File: src/rtl/md_arb_pkg.sv
// -----------------------------------------------------------------------------
// md_arb_pkg
// Shared definitions for the data-memory access controller:
//   - default address / data widths
//   - configuration mode encodings driven on cfg_mode
//   - FSM state encoding of the access sequencer
//   - reset value of the process limit register (2^ADDR_W words)
// -----------------------------------------------------------------------------
package md_arb_pkg;

    localparam int ADDR_W_DEF = 12;
    localparam int DATA_W_DEF = 32;

    // cfg_mode encodings; the fourth code (3) also holds the current config.
    localparam logic [1:0] MODE_HOLD   = 2'd0;
    localparam logic [1:0] MODE_KERNEL = 2'd1;
    localparam logic [1:0] MODE_PROC   = 2'd2;

    typedef enum logic [1:0] {
        ST_IDLE    = 2'd0,
        ST_ACCESS  = 2'd1,
        ST_CAPTURE = 2'd2
    } state_e;

    // Limit after reset covers the whole physical memory.
    function automatic int unsigned reset_limit(input int unsigned aw);
        return 32'd1 << aw;
    endfunction

    localparam int unsigned RESET_LIMIT = reset_limit(ADDR_W_DEF);

endpackage

File: src/rtl/md_addr_translate.sv
// -----------------------------------------------------------------------------
// md_addr_translate
// Combinational base relocation and limit check for the CPU port.
// Ports:
//   base      in  ADDR_W    relocation base (0 in kernel mode)
//   limit     in  ADDR_W+1  logical size in words of the current process
//   kernel    in  1         kernel mode: no limit check
//   addr      in  ADDR_W    logical address
//   phys_addr out ADDR_W    (base + addr) mod 2^ADDR_W
//   fault     out 1         addr outside the process limit
// -----------------------------------------------------------------------------
module md_addr_translate
    import md_arb_pkg::*;
#(
    parameter int ADDR_W = ADDR_W_DEF
) (
    input  logic [ADDR_W-1:0] base,
    input  logic [ADDR_W:0]   limit,
    input  logic              kernel,
    input  logic [ADDR_W-1:0] addr,
    output logic [ADDR_W-1:0] phys_addr,
    output logic              fault
);

    always_comb begin
        // Sum truncates to ADDR_W bits: relocation wraps around silently.
        phys_addr = base + addr;
        // Zero-extend so a limit of 2^ADDR_W never faults.
        fault     = !kernel && ({1'b0, addr} >= limit);
    end

endmodule

File: src/rtl/md_arbiter.sv
// -----------------------------------------------------------------------------
// md_arbiter
// Shares the synchronous data memory between the CPU port (0, relocated and
// limit-checked) and the loader/IO port (1, physical). Round-robin arbitration,
// one access at a time sequenced IDLE -> ACCESS (-> CAPTURE for reads).
// Ports:
//   clock, reset           clock, synchronous active-high reset
//   cfg_mode/base/limit    mode update (1 kernel, 2 process, 0/3 hold)
//   req*/we*/addr*/wdata*  per-port request, held until gnt*
//   gnt*                   one-cycle pulse when the access is issued
//   rvalid*, rdata         read data return (rdata shared, qualified by rvalid)
//   fault0                 limit violation pulse, coincident with gnt0
//   mem_addr/wdata/we      registered memory interface
//   mem_rdata              memory read data, one cycle after mem_addr
// -----------------------------------------------------------------------------
module md_arbiter
    import md_arb_pkg::*;
#(
    parameter int ADDR_W = ADDR_W_DEF,
    parameter int DATA_W = DATA_W_DEF
) (
    input  logic              clock,
    input  logic              reset,
    input  logic [1:0]        cfg_mode,
    input  logic [ADDR_W-1:0] cfg_base,
    input  logic [ADDR_W:0]   cfg_limit,
    input  logic              req0,
    input  logic              req1,
    input  logic              we0,
    input  logic              we1,
    input  logic [ADDR_W-1:0] addr0,
    input  logic [ADDR_W-1:0] addr1,
    input  logic [DATA_W-1:0] wdata0,
    input  logic [DATA_W-1:0] wdata1,
    output logic              gnt0,
    output logic              gnt1,
    output logic              rvalid0,
    output logic              rvalid1,
    output logic [DATA_W-1:0] rdata,
    output logic              fault0,
    output logic [ADDR_W-1:0] mem_addr,
    output logic [DATA_W-1:0] mem_wdata,
    output logic              mem_we,
    input  logic [DATA_W-1:0] mem_rdata
);

    localparam logic [ADDR_W:0] LIMIT_RST = (ADDR_W + 1)'(reset_limit(ADDR_W));

    state_e            state;
    logic              kernel_mode;
    logic [ADDR_W-1:0] cur_base;
    logic [ADDR_W:0]   cur_limit;
    logic              last_grant;   // port granted most recently
    logic              lat_port;     // winner of the access in flight
    logic              lat_we;
    logic              lat_fault;

    logic [ADDR_W-1:0] phys0;
    logic              xlat_fault;
    logic              pick1;
    logic [ADDR_W-1:0] sel_addr;
    logic [DATA_W-1:0] sel_wdata;
    logic              sel_we;
    logic              sel_fault;

    // Translation always sees the registered config, so a config update in the
    // same cycle as a latched request does not affect that request.
    md_addr_translate #(.ADDR_W(ADDR_W)) u_xlat (
        .base      (cur_base),
        .limit     (cur_limit),
        .kernel    (kernel_mode),
        .addr      (addr0),
        .phys_addr (phys0),
        .fault     (xlat_fault)
    );

    // NOTE: every output of a combinational block gets a default first, so no
    // path leaves a value unassigned and no latch is inferred.
    always_comb begin
        pick1     = 1'b0;
        sel_addr  = phys0;
        sel_wdata = wdata0;
        sel_we    = we0;
        sel_fault = xlat_fault;
        // Port 1 wins when alone, or under contention when port 0 went last.
        if (req1 && (!req0 || !last_grant)) begin
            pick1     = 1'b1;
            sel_addr  = addr1;
            sel_wdata = wdata1;
            sel_we    = we1;
            sel_fault = 1'b0;
        end
    end

    // NOTE: sequential state uses non-blocking assignments only, so every
    // register samples pre-edge values regardless of statement order.
    always_ff @(posedge clock) begin
        if (reset) begin
            state       <= ST_IDLE;
            kernel_mode <= 1'b1;
            cur_base    <= '0;
            cur_limit   <= LIMIT_RST;
            last_grant  <= 1'b1;
            lat_port    <= 1'b0;
            lat_we      <= 1'b0;
            lat_fault   <= 1'b0;
            gnt0        <= 1'b0;
            gnt1        <= 1'b0;
            rvalid0     <= 1'b0;
            rvalid1     <= 1'b0;
            fault0      <= 1'b0;
            rdata       <= '0;
            mem_addr    <= '0;
            mem_wdata   <= '0;
            mem_we      <= 1'b0;
        end else begin
            case (cfg_mode)
                MODE_KERNEL: begin
                    kernel_mode <= 1'b1;
                    cur_base    <= '0;
                end
                MODE_PROC: begin
                    kernel_mode <= 1'b0;
                    cur_base    <= cfg_base;
                    cur_limit   <= cfg_limit;
                end
                default: ;  // MODE_HOLD and code 3 keep the current config
            endcase

            // Pulse outputs; only the state that raises them overrides.
            gnt0    <= 1'b0;
            gnt1    <= 1'b0;
            fault0  <= 1'b0;
            mem_we  <= 1'b0;
            rvalid0 <= 1'b0;
            rvalid1 <= 1'b0;

            case (state)
                ST_IDLE: begin
                    if (req0 || req1) begin
                        lat_port   <= pick1;
                        lat_we     <= sel_we;
                        lat_fault  <= sel_fault;
                        last_grant <= pick1;
                        // Registered outputs become visible during ACCESS.
                        mem_addr   <= sel_addr;
                        mem_wdata  <= sel_wdata;
                        mem_we     <= sel_we && !sel_fault;
                        gnt0       <= !pick1;
                        gnt1       <= pick1;
                        fault0     <= sel_fault;
                        state      <= ST_ACCESS;
                    end
                end
                ST_ACCESS: begin
                    state <= lat_we ? ST_IDLE : ST_CAPTURE;
                end
                ST_CAPTURE: begin
                    rdata   <= lat_fault ? '0 : mem_rdata;
                    rvalid0 <= !lat_port;
                    rvalid1 <= lat_port;
                    state   <= ST_IDLE;
                end
                default: state <= ST_IDLE;
            endcase
        end
    end

endmodule

File: config.mk
export PLATFORM = sky130hd
export DESIGN_NAME = md_arbiter
export DESIGN_NICKNAME = d
export VERILOG_FILES = /design/src/rtl/md_arb_pkg.sv /design/src/rtl/md_addr_translate.sv /design/src/rtl/md_arbiter.sv
export SDC_FILE = /design/constraint.sdc
export NUM_CORES = 1
export LEC_CHECK = 0
export CORE_ASPECT_RATIO = 1.2
export CORE_MARGIN = 2
export CORE_UTILIZATION = 40
export DETAILED_ROUTE_END_ITERATION = 12
export PLACE_DENSITY = 0.79
export SLEW_MARGIN = 30
export SYNTH_ARGS = -nofsm -noshare
export SYNTH_HDL_FRONTEND = slang
export SYNTH_SLANG_ARGS = --single-unit
File: constraint.sdc
create_clock -name clock -period 2.6 [get_ports clock]
set_clock_uncertainty 0.05 [all_clocks]
set_input_delay 0.39 -clock clock [delete_from_list [all_inputs] [get_ports clock]]
set_output_delay 0.39 -clock clock [all_outputs]
set_load 0.05 [all_outputs]
==> flow_summary.ini, run 1 <==
[logic_synthesis]
synth-simple-area-share_pct = 9.36
synth_fa_ha_area_share_pct = 6.80
synth_edf_count = 0
synth-main-ff-cell = dfxtp_1
synthCells = 480
yosysUniqueCellTypes = 41
yosysWarnings = 0
synth_top_family_by_area = compound AO/OA/AOI/OAI gates
synth_area_um2 = 4710
synth-xor-area-share_pct = 1.67
yosysMostFrequentCell = dfxtp_1
syn_nets = 658
yosysTopAreaCell = dfxtp_1
ys_top_cells_by_area = dfxtp_1, mux2i_1, ha_1
ys_seq_area_share_pct = 48.5
synth.area.mux_share_pct = 9.78
ys_ff_latch = 114
synth-compound-area-share_pct = 20.3
async_reset_ff_share_pct = 0
synth_top_area_share_pct = 48.5
syn_area_per_cell_um2 = 9.81
ys_top_cells_by_count = dfxtp_1, o21ai_0, nand2_1

[global_routing]
grt.overflow.total = 0
grt_pass1_vias = 4606
grt_use_met2_pct = 42.0
top_usage_layer = met2
met1_usage_pct = 23.6
grt_pass1_wl_mm = 22.4
grt.total_usage_pct = 23.3
gr-usage-met3_pct = 7.12
antenna_found_initial = 0
grt_max_degree = 36

[layout]
fillers = 918
design_area_um2 = 7930
layoutNonFillerInstCount = 890
nNetsFinal = 898
area_growth_syn_to_layout_pct = 68.4
drive_gt1_share_pct = 7.23
num_antenna_cells = 0

[setup_path]
worstReg2RegStart = cur_base[0]$_SDFFE_PP0P_
slowest_delay_ps = 450
ff2ff_setup_slack_ps = 370
worstSetupPathType = in2reg
startpoint = addr0[0]
cp.required_ps = 2840
slowest_stage = clkdlybuf4s50_1
crit_top_cell = o21ai_0
critPathLaunchType = input pin
worstSetupEndpointType = flip-flop
cp.arrival_ps = 2630
r2r_cells = 8
worstReg2RegEnd = mem_addr[8]$_SDFFE_PP0P_
path_max_fanout = 2
cp-endpoint = mem_addr[8]$_SDFFE_PP0P_
crit_chain = clkdlybuf4s50_1 > ha_1 > fa_1 > a211oi_2 > o21bai_1 > or4_1 > o21ai_0 > xor2_1 > o21ai_0

[routing]
routed_wl_mm = 15.1
drtIter0Drc = 138
wl_per_cell_um = 17.0
vias = 4537
ant_nets = 0
drtPass1Iterations = 4
viasPerCell = 5.10
drc = 0

[place]
dp_hpwl_mm = 11.7
io_buffer_count = 234
gp_routability_congestion = 0.849
dpl.cell_count = 858
dp_slack_ps = -278
placed_area_um2 = 7280

[sta]
max_freq_mhz = 418
hold_viol = 0
period_needed_ps = 2390
slew_viol_final = 0
tns_ps = 0
fin_ws_ps = 208
finalSetupViolCount = 0
period_share_pct = 92.0
slew_headroom_pct = 38.6
worst_pin_slew_ps = 918
grt_setup_unrepaired = false

[clock_tree]
clockRootBuffer = clkbuf_16
htree_levels = 4
cts_sinks = 114
holdBufCountCts = 0
cts_setup_buffers = 0
clk_latency_ps = 410
cts_buffers = 17
max-clock-path-buffers = 2
cts_tree = yes
clk_pin_slew_worst_paths_ps = 50
cts_resized = 0

[pwr]
power_leakage_nw = 3.18
power_density_nw_per_um2 = 705
total_power_mw = 5.59
vdd_drop_max_mv = 0.436

[job]
maxCapViolCount = 0

[run_status]
outcome = finished, final reports clean

[die]
initial_core_util_pct = 40.9
fp-row-count = 43
coreArea_um2 = 11500
die-height_um = 123
die_w_um = 103
die_area_um2 = 12700
pin_count = 235

[min_path]
hold_path.class = reg2reg
## through the flow
stage | util [%] | hold slack [ps]
6_report | 68.9 | 391
4_1_cts | 68.8 | 391
3_5_place_dp | 63.3 | 385
2_1_floorplan | - | 349
5_1_grt | 68.9 | 415
3_3_place_gp | 63.1 | 371
## power breakdown
group	internal, mW	switching (mW)
Combinational	0.517	0.654
Clock	1.70	0.785
Sequential	1.87	0.0642
## flip-flops by register name (all words and copies together) (netlist names)
register	flops
mem_addr	12
cur_base	12
fault0	1
rdata	32
state	2
lat_fault	1
mem_wdata	32
cur_limit	13
gnt0	1
mem_we	1
lat_we	1
rvalid1	1
gnt1	1
lat_port	1
rvalid0	1
last_grant	1
kernel_mode	1
## cell usage in the layout (no fill, tap or decap), types with 3 or more instances in the layout
cell type,instances
ha_1,24
bufinv_16,4
clkbuf_16,17
a31oi_1,3
nor2b_1,3
clkdlybuf4s50_1,234
mux2i_1,46
dfxtp_1,114
o21ai_0,48
nand2_1,47
xor2_1,5
a22o_1,33
and3_1,3
inv_1,17
o21a_1,3
a22oi_1,18
buf_4,12
xnor2_1,4
a21oi_1,10
nor2_1,37
a21o_1,8
clkinv_2,3
clkbuf_8,4
## kinds of logic (layout without fill, tap and decap cells)
group	Yosys count	in the layout
AOI/OAI and AO/OA	138	138
and+or+nand+nor	104	104
buffers and inverters	44	297
muxes	46	46
xor gates and xnor gates	9	9
DFF	114	114
adders and majority gates	25	25
## layer usage
| layer | part of all wire, % | vias to the layer above |
|---|---|---|
| li1 | - | 2195 |
| met1 | 37 | 2092 |
| met2 | 52 | 199 |
| met3 | 6.7 | 51 |
| met4 | 3.9 | 0 |
| met5 | 0 | - |
## area by class of cell
type | count | area (µm²) | area share (%)
Inverter | 17 | 63.8 | 0.805
Sequential cell | 114 | 2280 | 28.8
Tap cell | 157 | 196 | 2.48
Clock buffer | 23 | 488 | 6.16
Clock inverter | 9 | 151 | 1.91
Multi-Input combinational cell | 322 | 2280 | 28.7
Timing Repair Buffer | 248 | 2470 | 31.1
## worst max-delay path, delay by kind of cell
kind | cells | cell delay [ps]
xor+xnor | 1 | 150
compound gates | 4 | 580
fa+ha+maj | 2 | 670
buf+inv | 1 | 450
simple gates | 1 | 390
## worst min path at each step
stage          slack [ps]               endpoint                 from  depth (start not counted)
2_1_floorplan         350  state[1]$_SDFFE_PP0P_  lat_we$_SDFFE_PP0P_                          1
3_3_place_gp          370  state[1]$_SDFFE_PP0P_  lat_we$_SDFFE_PP0P_                          1
3_5_place_dp          390  state[1]$_SDFFE_PP0P_  lat_we$_SDFFE_PP0P_                          1
4_1_cts               390  state[1]$_SDFFE_PP0P_  lat_we$_SDFFE_PP0P_                          1
5_1_grt               410  state[1]$_SDFFE_PP0P_  lat_we$_SDFFE_PP0P_                          1
6_report              390  state[1]$_SDFFE_PP0P_  lat_we$_SDFFE_PP0P_                          1
No activity file was read; power rests on OpenSTA's default activity.
==> inputs of run 2 (changes only) <==
--- a/config.mk
+++ b/config.mk
@@ -9,7 +9,7 @@
 export CORE_MARGIN = 2
 export CORE_UTILIZATION = 40
 export DETAILED_ROUTE_END_ITERATION = 12
-export PLACE_DENSITY = 0.79
+export PLACE_DENSITY_LB_ADDON = 0.12
 export SLEW_MARGIN = 30
 export SYNTH_ARGS = -nofsm -noshare
 export SYNTH_HDL_FRONTEND = slang
==> run 2 against run 1 <==
Against the previous run:
- clock power about the same
- non-clock buffer count up 3
- global-route usage down 0.87 points
- flip-flop and latch count unchanged
- routed wire length down 5.9%
- critical path depth unchanged
- worst hold slack worse by 11 ps
- worst setup slack worse by 33 ps
- sequential power about the same
- die area unchanged
- register-to-register slack about the same
- combinational power about the same
==> flow_summary.ini, run 2 (synthesis gave the netlist of run 1 again) <==
[run_status]
outcome = finished, final reports clean

[setup_path]
crit_chain = clkdlybuf4s50_1 > ha_1 > fa_1 > a211oi_2 > o21bai_1 > or4_1 > o21ai_0 > xor2_1 > o21ai_0
worstSetupPathType = in2reg
cp.required_ps = 2830
path_delay_family = adder cells
slowest_stage = clkdlybuf4s50_1
path_max_fanout = 2
worstSetupEndpointType = flip-flop
slowest_delay_ps = 460
crit_top_cell = o21ai_0
crit_buf_inv = 1
cp.arrival_ps = 2650
critPathLaunchType = input pin

[clock_tree]
max-clock-path-buffers = 2
cts_buffers = 17
clockRootBuffer = clkbuf_16
holdBufCountCts = 0
clk_pin_slew_worst_paths_ps = 50
clk_latency_ps = 400
cts_tree = yes
cts_sinks = 114
htree_levels = 4

[routing]
dr.max_layer_used = met4
wl_met2_mm = 7.44
drtIter0Drc = 166
wl_met3_mm = 1.05
drc = 0
vias = 4459
m1WireLength_mm = 5.52
drtPass1Iterations = 4
ant_nets = 0
viasPerCell = 4.99
wl_per_cell_um = 16.0
routed_wl_mm = 14.2

[pwr]
power_leakage_nw = 3.18
vdd_drop_max_mv = 0.357
p_sw_mw = 1.53
combPwrFrac_pct = 21.0
power_density_nw_per_um2 = 700
power_frac_clock_pct = 44.3
total_power_mw = 5.57
internal_power_mw = 4.05
p_sw_share_pct = 27.4
seqPwrFrac_pct = 34.7

[die]
die_area_um2 = 12700
die-height_um = 123
coreArea_um2 = 11500
die_w_um = 103
pin_count = 235
fp-row-count = 43
initial_core_util_pct = 40.9

[global_routing]
grt_max_degree = 33
grt.overflow.total = 0
grt_pass1_wl_mm = 21.6
grt.total_usage_pct = 22.4
antenna_found_initial = 0
grt_pass1_vias = 4402

[layout]
fillers = 954
layout_common_cells = clkdlybuf4s50_1, dfxtp_1, o21ai_0
layout.cells.most_common = clkdlybuf4s50_1
reg_top3 = mem_wdata x32, rdata x32, cur_limit x13
layoutNonFillerInstCount = 893
post-route-util_pct = 69.1
drive_gt1_share_pct = 7.88
design_area_um2 = 7960
nNetsFinal = 901
num_antenna_cells = 0
area_growth_syn_to_layout_pct = 69.1

[place]
dpl.cell_count = 861
placed_area_um2 = 7320
gp_routability_congestion = 0.833
dp_slack_ps = -273
dp_hpwl_mm = 11.0
io_buffer_count = 234

[sta]
whs_ps = 381
grt_setup_unrepaired = false
period_share_pct = 93.3
max_freq_mhz = 412
fin_ws_ps = 175
period_needed_ps = 2430
hold_viol = 0
finalSetupViolCount = 0
tns_ps = 0
slew_headroom_pct = 53.2
slew_viol_final = 0
worst_pin_slew_ps = 700

[min_path]
hold_path.class = reg2reg

[job]
maxCapViolCount = 0
## run 2: cell count changes in the layout (fill, tap and decap cells not counted)
cell / delta
buf_16: +1
buf_4: +3
buf_8: -1
clkbuf_1: -1
clkbuf_8: -2
clkinv_2: -2
clkinv_4: -1
clkinvlp_4: +5
inv_6: +1
nor2b_1: -1
nor2b_2: +1
## run 2: routing by layer
metal | GRT usage (%) | up-vias
li1 | - | 2208
met4 | 6.99 | 0
met2 | 41.2 | 153
met1 | 24.5 | 2079
met3 | 6.61 | 19
met5 | 0 | -
## run 2: final cells by class
| cell class | count | area [µm²] | area share (%) |
|---|---|---|---|
| inverters | 17 | 63.8 | 0.802 |
| clock buffers | 20 | 457 | 5.74 |
| repair buffers | 251 | 2500 | 31.4 |
| well taps | 157 | 196 | 2.47 |
| flip-flops and latches | 114 | 2280 | 28.7 |
| multi-input cells | 322 | 2280 | 28.7 |
| clock inverters | 12 | 179 | 2.25 |
## run 2: final timing paths
check / start / to / slack (ps) / cells after the start
hold / removal: lat_port$_SDFFE_PP0P_ / rvalid0$_SDFF_PP0_ / 380 / 1
setup / recovery: addr0[0] / mem_addr[8]$_SDFFE_PP0P_ / 170 / 9
setup reg to reg: cur_base[0]$_SDFFE_PP0P_ / mem_addr[8]$_SDFFE_PP0P_ / 360 / 8
hold reg to reg: lat_port$_SDFFE_PP0P_ / rvalid0$_SDFF_PP0_ / 380 / 1
## run 2: what timing repair did
action / CTS / global route
resized for setup: 0 / 1
buffers inserted: 0 / 0
endpoints found under the setup margin: 0 / 1
## run 2: worst reg2reg max path, cell delays in order (launching register included)
cell and delay [ps]:
dfxtp_1 310, ha_1 210, fa_1 410, a211oi_2 250, o21bai_1 130, or4_1 390
o21ai_0 110, xor2_1 160, o21ai_0 80
## run 2: power groups by stage
| stage | Sequential (mW) | Combinational, mW | Clock, mW |
|---|---|---|---|
| after floorplan | 2.29 | 0.303 | 0 |
| after global placement | 1.96 | 1.15 | 0 |
| after detailed placement | 1.97 | 1.17 | 0 |
| after CTS | 1.93 | 1.18 | 2.51 |
| after global routing | 1.95 | 1.25 | 2.59 |
| final | 1.93 | 1.17 | 2.47 |
==> inputs of run 3 (changes only) <==
--- a/config.mk
+++ b/config.mk
@@ -5,6 +5,7 @@
 export SDC_FILE = /design/constraint.sdc
 export NUM_CORES = 1
 export LEC_CHECK = 0
+export ABC_AREA = 1
 export CORE_ASPECT_RATIO = 1.2
 export CORE_MARGIN = 2
 export CORE_UTILIZATION = 40
==> run 3 against run 2 <==
Against the previous run:
- worst setup slack better by 380 ps
- clock-buffer cell count is 3 lower
- first-iteration DRC count is 120% higher
- synthesized cell count is 47% higher
- design area is 2.0% higher
- sequential power hardly changed
- global-route usage is 0.83 points higher
- largest power group unchanged
- highest routed layer unchanged
==> flow_summary.ini, run 3 <==
[run_status]
outcome = finished, final reports clean

[layout]
nNetsFinal = 1114
multi_input_area_um2 = 2440
ff_latch_area_um2 = 2280
fillers = 1118
num_antenna_cells = 0
layout_common_cells = nand2_1, clkdlybuf4s50_1, dfxtp_1
reg_top3 = mem_wdata x32, rdata x32, cur_limit x13
layout.cells.most_common = nand2_1
area_growth_syn_to_layout_pct = 59.7
drive_gt1_share_pct = 5.27

[setup_path]
path_delay_family = buffers and inverters
slowest_delay_ps = 850
worstSetupPathType = reg2out
crit_buf_inv = 1
cp.required_ps = 2160
critPathLaunchType = flip-flop
path_max_fanout = 2
cp.arrival_ps = 1610
worstSetupEndpointType = output port
crit_chain = clkdlybuf4s50_1
slowest_stage = clkdlybuf4s50_1

[sta]
max_freq_mhz = 488
period_share_pct = 78.8
whs_ps = 370
worst_pin_slew_ps = 903
hold_viol = 0
finalSetupViolCount = 0
slew_headroom_pct = 39.4
period_needed_ps = 2050
grt_setup_unrepaired = false
tns_ps = 0
slew_viol_final = 0
fin_ws_ps = 550

[global_routing]
grt_pass1_wl_mm = 25.2
grt.total_usage_pct = 23.3
grt_pass1_vias = 5181
antenna_found_initial = 0
grt.overflow.total = 0
grt_max_degree = 47

[die]
pin_count = 235
coreArea_um2 = 12600
fp-row-count = 45
die_w_um = 107
initial_core_util_pct = 40.5
die-height_um = 128
die_area_um2 = 13600

[clock_tree]
cts_tree = yes
clk_latency_ps = 410
htree_levels = 4
max-clock-path-buffers = 2
clk_pin_slew_worst_paths_ps = 60
cts_resized = 0
cts_buffers = 17
cts_setup_buffers = 0
holdBufCountCts = 0
cts_sinks = 114
clockRootBuffer = clkbuf_16

[logic_synthesis]
synth_area_um2 = 5080
ys_ff_latch = 114
ys_seq_area_share_pct = 44.9
synth_top_area_share_pct = 44.9
ys_top_cells_by_count = nand2_1, dfxtp_1, nand3_1
yosysUniqueCellTypes = 27
yosysTopAreaCell = dfxtp_1
syn_area_per_cell_um2 = 7.21
yosysWarnings = 0
synthCells = 705
ys_top_cells_by_area = dfxtp_1, nand2_1, nand3_1
yosysMostFrequentCell = nand2_1
synth-main-ff-cell = dfxtp_1
synth_edf_count = 0
async_reset_ff_share_pct = 0
syn_nets = 883

[routing]
drtPass1Iterations = 4
vias = 5466
wl_per_cell_um = 14.5
routed_wl_mm = 16.1
ant_nets = 0
drc = 0
viasPerCell = 4.91
drtIter0Drc = 369

[place]
dp_slack_ps = 190
gp_routability_congestion = 0.902
io_buffer_count = 234
dp_hpwl_mm = 12.3

[pwr]
power_leakage_nw = 3.54
power_density_nw_per_um2 = 664
vdd_drop_max_mv = 0.376

[min_path]
hold_path.class = reg2reg

[job]
maxCapViolCount = 0
run 3: cell count changes after synthesis, sizes merged, moves of 26 or more:
cell | previous run | this run
nand3 | 1 | 88
mux2i | 46 | 0
a21oi | 11 | 37
nand2 | 47 | 252
inv | 17 | 50
a22o | 33 | 0
run 3: path summary, 6_finish.rpt:
kind	from	end	slack [ps]	cells after the start
max	rdata[11]$_SDFFE_PP0N_	rdata[11]	550	1
min reg2reg	lat_port$_SDFFE_PP0P_	rvalid0$_SDFF_PP0_	370	1
max reg2reg	state[1]$_SDFFE_PP0P_	mem_we$_SDFF_PP0_	750	7
min	lat_port$_SDFFE_PP0P_	rvalid0$_SDFF_PP0_	370	1
run 3: cell type report:
type | count | area share [%]
well taps | 164 | 2.53
clock inverters | 15 | 1.82
flip-flops and latches | 114 | 28.1
inverters | 50 | 2.31
clock buffers | 17 | 5.24
repair buffers | 244 | 29.9
multi-input cells | 509 | 30.1
run 3: layer usage:
metal | GRT usage (%) | share of wire (%) | up-vias
li1 | - | - | 2742
met1 | 26.6 | 42 | 2476
met2 | 40.3 | 48 | 223
met3 | 7.65 | 8.3 | 25
met4 | 8.71 | 1.8 | 0
met5 | 0 | 0 | -
run 3: logic make-up (layout without fill, tap and decap cells):
kind of cell    after synthesis  count (layout)  synth area share [%]
compound gates               93              93                  9.47
xor+xnor                      4               4                 0.689
fa+ha+maj                    25              25                  6.30
buf+inv                      82             326                  7.09
flops                       114             114                  44.9
simple gates                387             387                  31.6
run 3: metrics by stage:
stage / std cells / utilization [%] / cell area, µm² / power (mW)
floorplan: 705 / - / 5080 / 2.65
global placement: 1081 / 60.1 / 7550 / 3.17
detailed placement: 1081 / 60.1 / 7550 / 3.19
CTS: 1113 / 64.7 / 8120 / 5.45
global route: 1113 / 64.7 / 8120 / 5.62
finish: 1113 / 64.7 / 8120 / 5.39
run 3: power breakdown:
group / switching (mW) / internal (mW) / total (mW)
logic: 0.708 / 0.503 / 1.21
registers: 0.0671 / 1.88 / 1.94
clock network: 0.898 / 1.34 / 2.24
total: 1.67 / 3.72 / 5.39
